==> config.mk <==
export PLATFORM = sky130hd
export DESIGN_NAME = mult_accumulator
export DESIGN_NICKNAME = d
export VERILOG_FILES = /design/src/rtl/mult_acc_pkg.sv /design/src/rtl/mult_accumulator_csm.sv /design/src/rtl/mult_accumulator.sv
export SDC_FILE = /design/constraint.sdc
export NUM_CORES = 1
export LEC_CHECK = 0
export BUFFER_PORTS_ARGS = -buffer_cell sky130_fd_sc_hd__buf_2
export CAP_MARGIN = 10
export CORE_MARGIN = 1
export CORE_UTILIZATION = 63
export CTS_CLUSTER_DIAMETER = 60
export DETAILED_ROUTE_END_ITERATION = 10
export PLACE_DENSITY = 0.93
export SYNTH_ARGS = -nofsm -noshare
export SYNTH_HDL_FRONTEND = slang
export SYNTH_SLANG_ARGS = --single-unit
==> constraint.sdc <==
create_clock -name clk -period 6.3 [get_ports clk]
set_input_delay 0.315 -clock clk [delete_from_list [all_inputs] [get_ports clk]]
set_output_delay 0.315 -clock clk [all_outputs]
set_load 0.01 [all_outputs]
==> src/rtl/mult_acc_pkg.sv <==
// ---------------------------------------------------------------------------
// mult_acc_pkg
// Shared definitions for the multiply-accumulate block: the control FSM state
// encoding, the width of the term counter and the default accumulator width.
// No ports; imported by mult_accumulator.
// ---------------------------------------------------------------------------
package mult_acc_pkg;

  // Term counter width; the counter saturates at its all-ones value.
  localparam int COUNT_W = 8;

  // Default accumulator / result width in bits.
  localparam int ACC_W_DEFAULT = 12;

  // IDLE  : nothing pending
  // ACCUM : part of a group has been accepted
  // DRAIN : the last term of the group sits in the operand register
  // HOLD  : result is offered on the output side
  typedef enum logic [1:0] {
    IDLE  = 2'd0,
    ACCUM = 2'd1,
    DRAIN = 2'd2,
    HOLD  = 2'd3
  } state_e;

endpackage

==> src/rtl/mult_accumulator_csm.sv <==
// ---------------------------------------------------------------------------
// carry_save_multiplier
// Purely combinational 4x4 unsigned multiplier. Partial-product rows are
// folded into a redundant sum/carry pair with 3:2 compressors, and a single
// carry-propagate add at the end resolves the 8-bit product.
// Ports:
//   a_i  [3:0]  multiplicand
//   b_i  [3:0]  multiplier
//   p_o  [7:0]  a_i * b_i
// ---------------------------------------------------------------------------
module carry_save_multiplier (
  input  logic [3:0] a_i,
  input  logic [3:0] b_i,
  output logic [7:0] p_o
);

  logic [7:0] sumVec;
  logic [7:0] carryVec;
  logic [7:0] row;
  logic [7:0] sumNext;
  logic [7:0] carryNext;

  // Compress each shifted partial-product row into the running sum/carry
  // pair. Bits carried past bit 7 can be dropped because the true product
  // never exceeds 225, so the pair stays correct modulo 256.
  always_comb begin
    sumVec    = '0;
    carryVec  = '0;
    row       = '0;
    sumNext   = '0;
    carryNext = '0;
    for (int i = 0; i < 4; i++) begin
      row       = {4'b0000, a_i & {4{b_i[i]}}} << i;
      sumNext   = sumVec ^ carryVec ^ row;
      carryNext = ((sumVec & carryVec) | (sumVec & row) | (carryVec & row)) << 1;
      sumVec    = sumNext;
      carryVec  = carryNext;
    end
  end

  // Final carry-propagate stage.
  assign p_o = sumVec + carryVec;

endmodule

==> src/rtl/mult_accumulator.sv <==
// ---------------------------------------------------------------------------
// mult_accumulator
// Accumulates a*b products over a group of terms terminated by in_last and
// offers the group sum, term count and a sticky overflow flag through a
// valid/ready output. One operand register stage (P1) feeds the multiplier;
// the accumulator updates one edge after each accepted term.
// Ports:
//   clk, rst       clock, synchronous active-high reset
//   in_valid/ready operand handshake; in_ready depends only on state
//   in_a, in_b     4-bit unsigned operands
//   in_last        final term of the current group
//   out_valid/ready result handshake
//   out_sum        group sum modulo 2^ACC_W
//   out_count      terms in group, saturating at 255
//   out_overflow   any accumulation in the group carried out of ACC_W bits
// ---------------------------------------------------------------------------
module mult_accumulator
  import mult_acc_pkg::*;
#(
  parameter int ACC_W = ACC_W_DEFAULT
) (
  input  logic               clk,
  input  logic               rst,
  input  logic               in_valid,
  output logic               in_ready,
  input  logic [3:0]         in_a,
  input  logic [3:0]         in_b,
  input  logic               in_last,
  output logic               out_valid,
  input  logic               out_ready,
  output logic [ACC_W-1:0]   out_sum,
  output logic [COUNT_W-1:0] out_count,
  output logic               out_overflow
);

  state_e state_q, state_d;

  logic       p1Valid_q;
  logic [3:0] p1A_q;
  logic [3:0] p1B_q;
  logic       p1Last_q;

  logic [ACC_W-1:0]   acc_q, acc_d;
  logic [COUNT_W-1:0] count_q, count_d;
  logic               ovf_q, ovf_d;

  logic               outValid_q, outValid_d;
  logic [ACC_W-1:0]   outSum_q, outSum_d;
  logic [COUNT_W-1:0] outCount_q, outCount_d;
  logic               outOvf_q, outOvf_d;

  logic               transfer;
  logic [7:0]         product;
  logic [ACC_W:0]     sumExt;
  logic [ACC_W-1:0]   accNext;
  logic [COUNT_W-1:0] countNext;
  logic               ovfNext;

  assign in_ready = (state_q == IDLE) || (state_q == ACCUM);
  assign transfer = in_valid && in_ready;

  carry_save_multiplier uMult (
    .a_i (p1A_q),
    .b_i (p1B_q),
    .p_o (product)
  );

  // One extra bit on the adder exposes the carry-out that feeds the sticky
  // overflow flag; the stored sum simply drops it.
  assign sumExt    = {1'b0, acc_q} + {{(ACC_W - 7){1'b0}}, product};
  assign accNext   = sumExt[ACC_W-1:0];
  assign ovfNext   = ovf_q | sumExt[ACC_W];
  assign countNext = (count_q == '1) ? count_q : count_q + 1'b1;

  // Control FSM next state. DRAIN exists only to give the last term its
  // cycle in P1, so the output side goes valid exactly one edge later.
  always_comb begin
    state_d = state_q;
    unique case (state_q)
      IDLE, ACCUM: begin
        if (transfer) begin
          state_d = in_last ? DRAIN : ACCUM;
        end
      end
      DRAIN: begin
        state_d = HOLD;
      end
      HOLD: begin
        if (outValid_q && out_ready) begin
          state_d = IDLE;
        end
      end
      default: begin
        state_d = IDLE;
      end
    endcase
  end

  // Accumulator and output-register next state. A last term publishes the
  // updated totals and clears the running group in the same edge.
  always_comb begin
    acc_d      = acc_q;
    count_d    = count_q;
    ovf_d      = ovf_q;
    outValid_d = outValid_q;
    outSum_d   = outSum_q;
    outCount_d = outCount_q;
    outOvf_d   = outOvf_q;
    if (p1Valid_q) begin
      if (p1Last_q) begin
        outSum_d   = accNext;
        outCount_d = countNext;
        outOvf_d   = ovfNext;
        outValid_d = 1'b1;
        acc_d      = '0;
        count_d    = '0;
        ovf_d      = 1'b0;
      end else begin
        acc_d   = accNext;
        count_d = countNext;
        ovf_d   = ovfNext;
      end
    end else if (outValid_q && out_ready) begin
      outValid_d = 1'b0;
    end
  end

  // State register.
  always_ff @(posedge clk) begin
    if (rst) begin
      state_q <= IDLE;
    end else begin
      state_q <= state_d;
    end
  end

  // P1 operand stage: the valid bit reflects only this edge's transfer.
  always_ff @(posedge clk) begin
    if (rst) begin
      p1Valid_q <= 1'b0;
      p1A_q     <= '0;
      p1B_q     <= '0;
      p1Last_q  <= 1'b0;
    end else begin
      p1Valid_q <= transfer;
      if (transfer) begin
        p1A_q    <= in_a;
        p1B_q    <= in_b;
        p1Last_q <= in_last;
      end
    end
  end

  // Accumulator and held-result registers; reset discards everything,
  // including a result that was waiting for the consumer.
  always_ff @(posedge clk) begin
    if (rst) begin
      acc_q      <= '0;
      count_q    <= '0;
      ovf_q      <= 1'b0;
      outValid_q <= 1'b0;
      outSum_q   <= '0;
      outCount_q <= '0;
      outOvf_q   <= 1'b0;
    end else begin
      acc_q      <= acc_d;
      count_q    <= count_d;
      ovf_q      <= ovf_d;
      outValid_q <= outValid_d;
      outSum_q   <= outSum_d;
      outCount_q <= outCount_d;
      outOvf_q   <= outOvf_d;
    end
  end

  assign out_valid    = outValid_q;
  assign out_sum      = outSum_q;
  assign out_count    = outCount_q;
  assign out_overflow = outOvf_q;

endmodule
==> summary.txt <==
Status
  • Outcome: completed

Synthesis
  • Synth unique cells: 54
  • Count leader, synth: nand2_1
  • Mapped Nets: just over 400
  • Synth top cells by count: nand2_1, dfxtp_1, a21oi_1
  • Seq/Total Area, Yosys: a little over a third
  • Area leader, netlist: dfxtp_1
  • Top FF cell, synth: dfxtp_1
  • Flops & latches, synth: between 50 and 60
  • Share of the synthesized area in the top cell type: between 30% and 40%
  • Post-synth ARST share: 0%
  • Post-synth EDFFs: 0
  • Synth top area cells: dfxtp_1, nand2_1, ha_1
  • Gate Count Post-Synth: between 300 and 400
  • Synthesized area per cell: between 8 and 9 um2
  • Synthesized cell area: between 3000 and 4000 um2
  • Synth warnings: 0

Finish
  • Area Overhead vs Synth: 9.419%
  • Sequential standard cell area: about 1100 um2
  • Share of layout cells above drive strength 1: between 10% and 20%
  • Final Core Density: 74.22%
  • Multi-input logic area: 1809 um2
  • Finished Cell Area: 3343 um2
  • Fill count: between 300 and 400
  • Antenna cell count: 0
  • # nets final: ~430

Placement
  • Dpl cell area: around 3200 um2
  • DP HPWL: around 4700 um
  • Buffers on Ports: 35
  • Final Wtd Congestion: roughly 0.92
  • DP Worst Slack: roughly 2.1 ns

Clock tree
  • Clock-pin slew on the worst setup and hold paths: 0.09 ns
  • Longest Clk Path Bufs: 2
  • Clock Sinks: 55
  • # resized after CTS: 0
  • # Post-CTS Setup Buffers: 0
  • Clock root cell: clkbuf_8
  • CTS tree: done
  • H-tree lvl count: 2
  • Worst skew pair latency: ~0.30 ns
  • Num CTS Buffers: 5
  • Hold Buf Count CTS: 0

Global route
  • Tot GR Track Use: a little over a quarter
  • Overflow after GRT: 0
  • Initial antenna violation count: 0
  • Largest net degree at the start of global routing: between 60 and 70
  • Vias in the first global route: 2468
  • Global-route wire length before repair: 10680 um

Pwr
  • Power Density: 190.9 nW/um2
  • Peak supply drop: 0.0001635 V
  • Pleak: around 1.4 nW

Drt
  • Met2 wire len: between 3000 and 4000 um
  • Iter 0 DRT Violations: about 170
  • DRT antenna net count: 0
  • Met1 WL: roughly 2900 um
  • Routed wire length: about 6400 um
  • Pre-antenna DRT Iters: 6
  • DRC: 0
  • WL/cell: ~14 um
  • Vias per std cell: 5.951
  • Top sig layer: met4
  • WL met3: roughly 270 um
  • Vias post-DR: ~2700

Setup path
  • Crit path max fanout: 7
  • Startpoint types: register
  • Worst Path Class, Setup: register to register
  • Arrival time worst endpoint: ~4.5 ns
  • Worst setup EP type: register
  • CP required: approximately 6.5 ns

Timing
  • PnR worst setup slack: 2.048 ns
  • Final Hold Viols: 0
  • Final Max Slew Viols: 0
  • Worst slew pin tran: slightly above 0.7 ns
  • Tmin final: 4.252 ns
  • Setup TNS: 0 ns
  • Worst Clk Skew: roughly 0.004 ns
  • RSZ-0062 raised after global routing: false
  • FMAX: 235.2 MHz
  • Rel. slew slack: between 50 and 60%
  • Final Cycle Share: between 60% and 70%
  • Setup violators final: 0

Floorplanning
  • Initial Util: between 60% and 70%
  • Row count: 24
  • Chip height: slightly above 70 um
  • Die area: 5132 um2
  • Die W: 71.64 um
  • Core Area: ~4500 um2
  • Ports: 36

Job
  • Max-cap viol count: 0

Worst hold path
  • HP Class: input port to register
cells in the final DEF, fill, tap and decap left out, types with 2 or more instances in the layout:
cell | Yosys | layout
buf_2 | 2 | 35
mux2i_1 | 3 | 3
nor3_1 | 8 | 8
nand2b_1 | 3 | 3
a211oi_2 | 2 | 2
nand3b_1 | 8 | 8
o21a_1 | 2 | 2
buf_4 | 0 | 2
nand2_1 | 58 | 58
nand4_1 | 2 | 2
a21oi_2 | 2 | 2
a22oi_1 | 2 | 2
fa_1 | 8 | 8
nand3_1 | 10 | 10
o21ai_0 | 12 | 12
and3_1 | 3 | 3
or3_1 | 6 | 6
inv_1 | 20 | 20
ha_1 | 16 | 16
o211ai_1 | 3 | 3
a211oi_1 | 9 | 9
o32ai_1 | 3 | 3
a21o_1 | 6 | 6
a21oi_1 | 32 | 32
and2_1 | 12 | 12
xnor2_1 | 5 | 5
clkbuf_8 | 0 | 5
o311ai_0 | 2 | 2
a31oi_1 | 3 | 3
nor2_1 | 26 | 26
dfxtp_1 | 55 | 55
xor2_1 | 5 | 5
nor2b_1 | 3 | 3
worst paths after layout:
kind                    from         end  slack, ns  cells after the start
setup reg to reg    p1B_q[1]  out_sum[9]       2.05                     15
hold reg to reg   out_sum[5]  out_sum[5]       0.45                      2
setup / recovery    p1B_q[1]  out_sum[9]       2.05                     15
hold / removal       in_a[1]    p1A_q[1]       0.24                      3
kinds of logic after synthesis:
family                     Yosys count  synth area share (%)
adders and majority gates           24                 11.79
AOI/OAI and AO/OA                   91                 20.07
xor gates and xnor gates            10                 2.866
muxes                                3                0.9828
DFF                                 55                 36.04
and+or+nand+nor                    147                 23.51
buffers and inverters               38                 4.750
layer usage:
metal | up-vias | track usage, %
li1 | 1331 | -
met1 | 1242 | 33.01
met2 | 73 | 43.19
met3 | 8 | 5.626
met4 | 0 | 11.98
met5 | - | 0
power breakdown:
group / switching, mW / internal, mW
Clock: 0.106 / 0.117
Sequential: 0.00954 / 0.355
Combinational: 0.0321 / 0.0194
Total: 0.147 / 0.491
through the flow:
stage	hold slack, ns	power, mW	std cells
global route	0.2262	0.6696	446
global placement	0.4360	0.4217	439
finish	0.2396	0.6383	446
floorplan	0.4454	0.4075	368
CTS	0.2266	0.6451	446
detailed placement	0.4436	0.4237	439
critical path: stages, from the launching register on:
cell and delay (ns):
dfxtp_1 0.40, and2_1 0.16, ha_1 0.15, inv_1 0.06, fa_1 0.51, inv_1 0.06
fa_1 0.47, ha_1 0.22, fa_1 0.38, xor2_1 0.22, ha_1 0.34, and3_1 0.21
a221oi_1 0.47, a21boi_2 0.15, xnor2_1 0.16, a211oi_2 0.21
state kept, by name (all words and copies together), names as in the netlist:
signal and cells:
out_overflow 1, p1B_q 4, state_q 2, out_valid 1
acc_q 12, ovf_q 1, p1A_q 4, out_count 8
p1Valid_q 1, out_sum 12, count_q 8, p1Last_q 1
area by class of cell:
class                      count  area share (%)
timing repair buffer          37           5.689
inverter                      20           2.246
tap                           52           1.946
clock buffer                   6           2.171
multi-input combinational    275           54.12
sequential                    55           32.93
clock inverter                 1          0.8982
(Power assumes the default switching activity.)
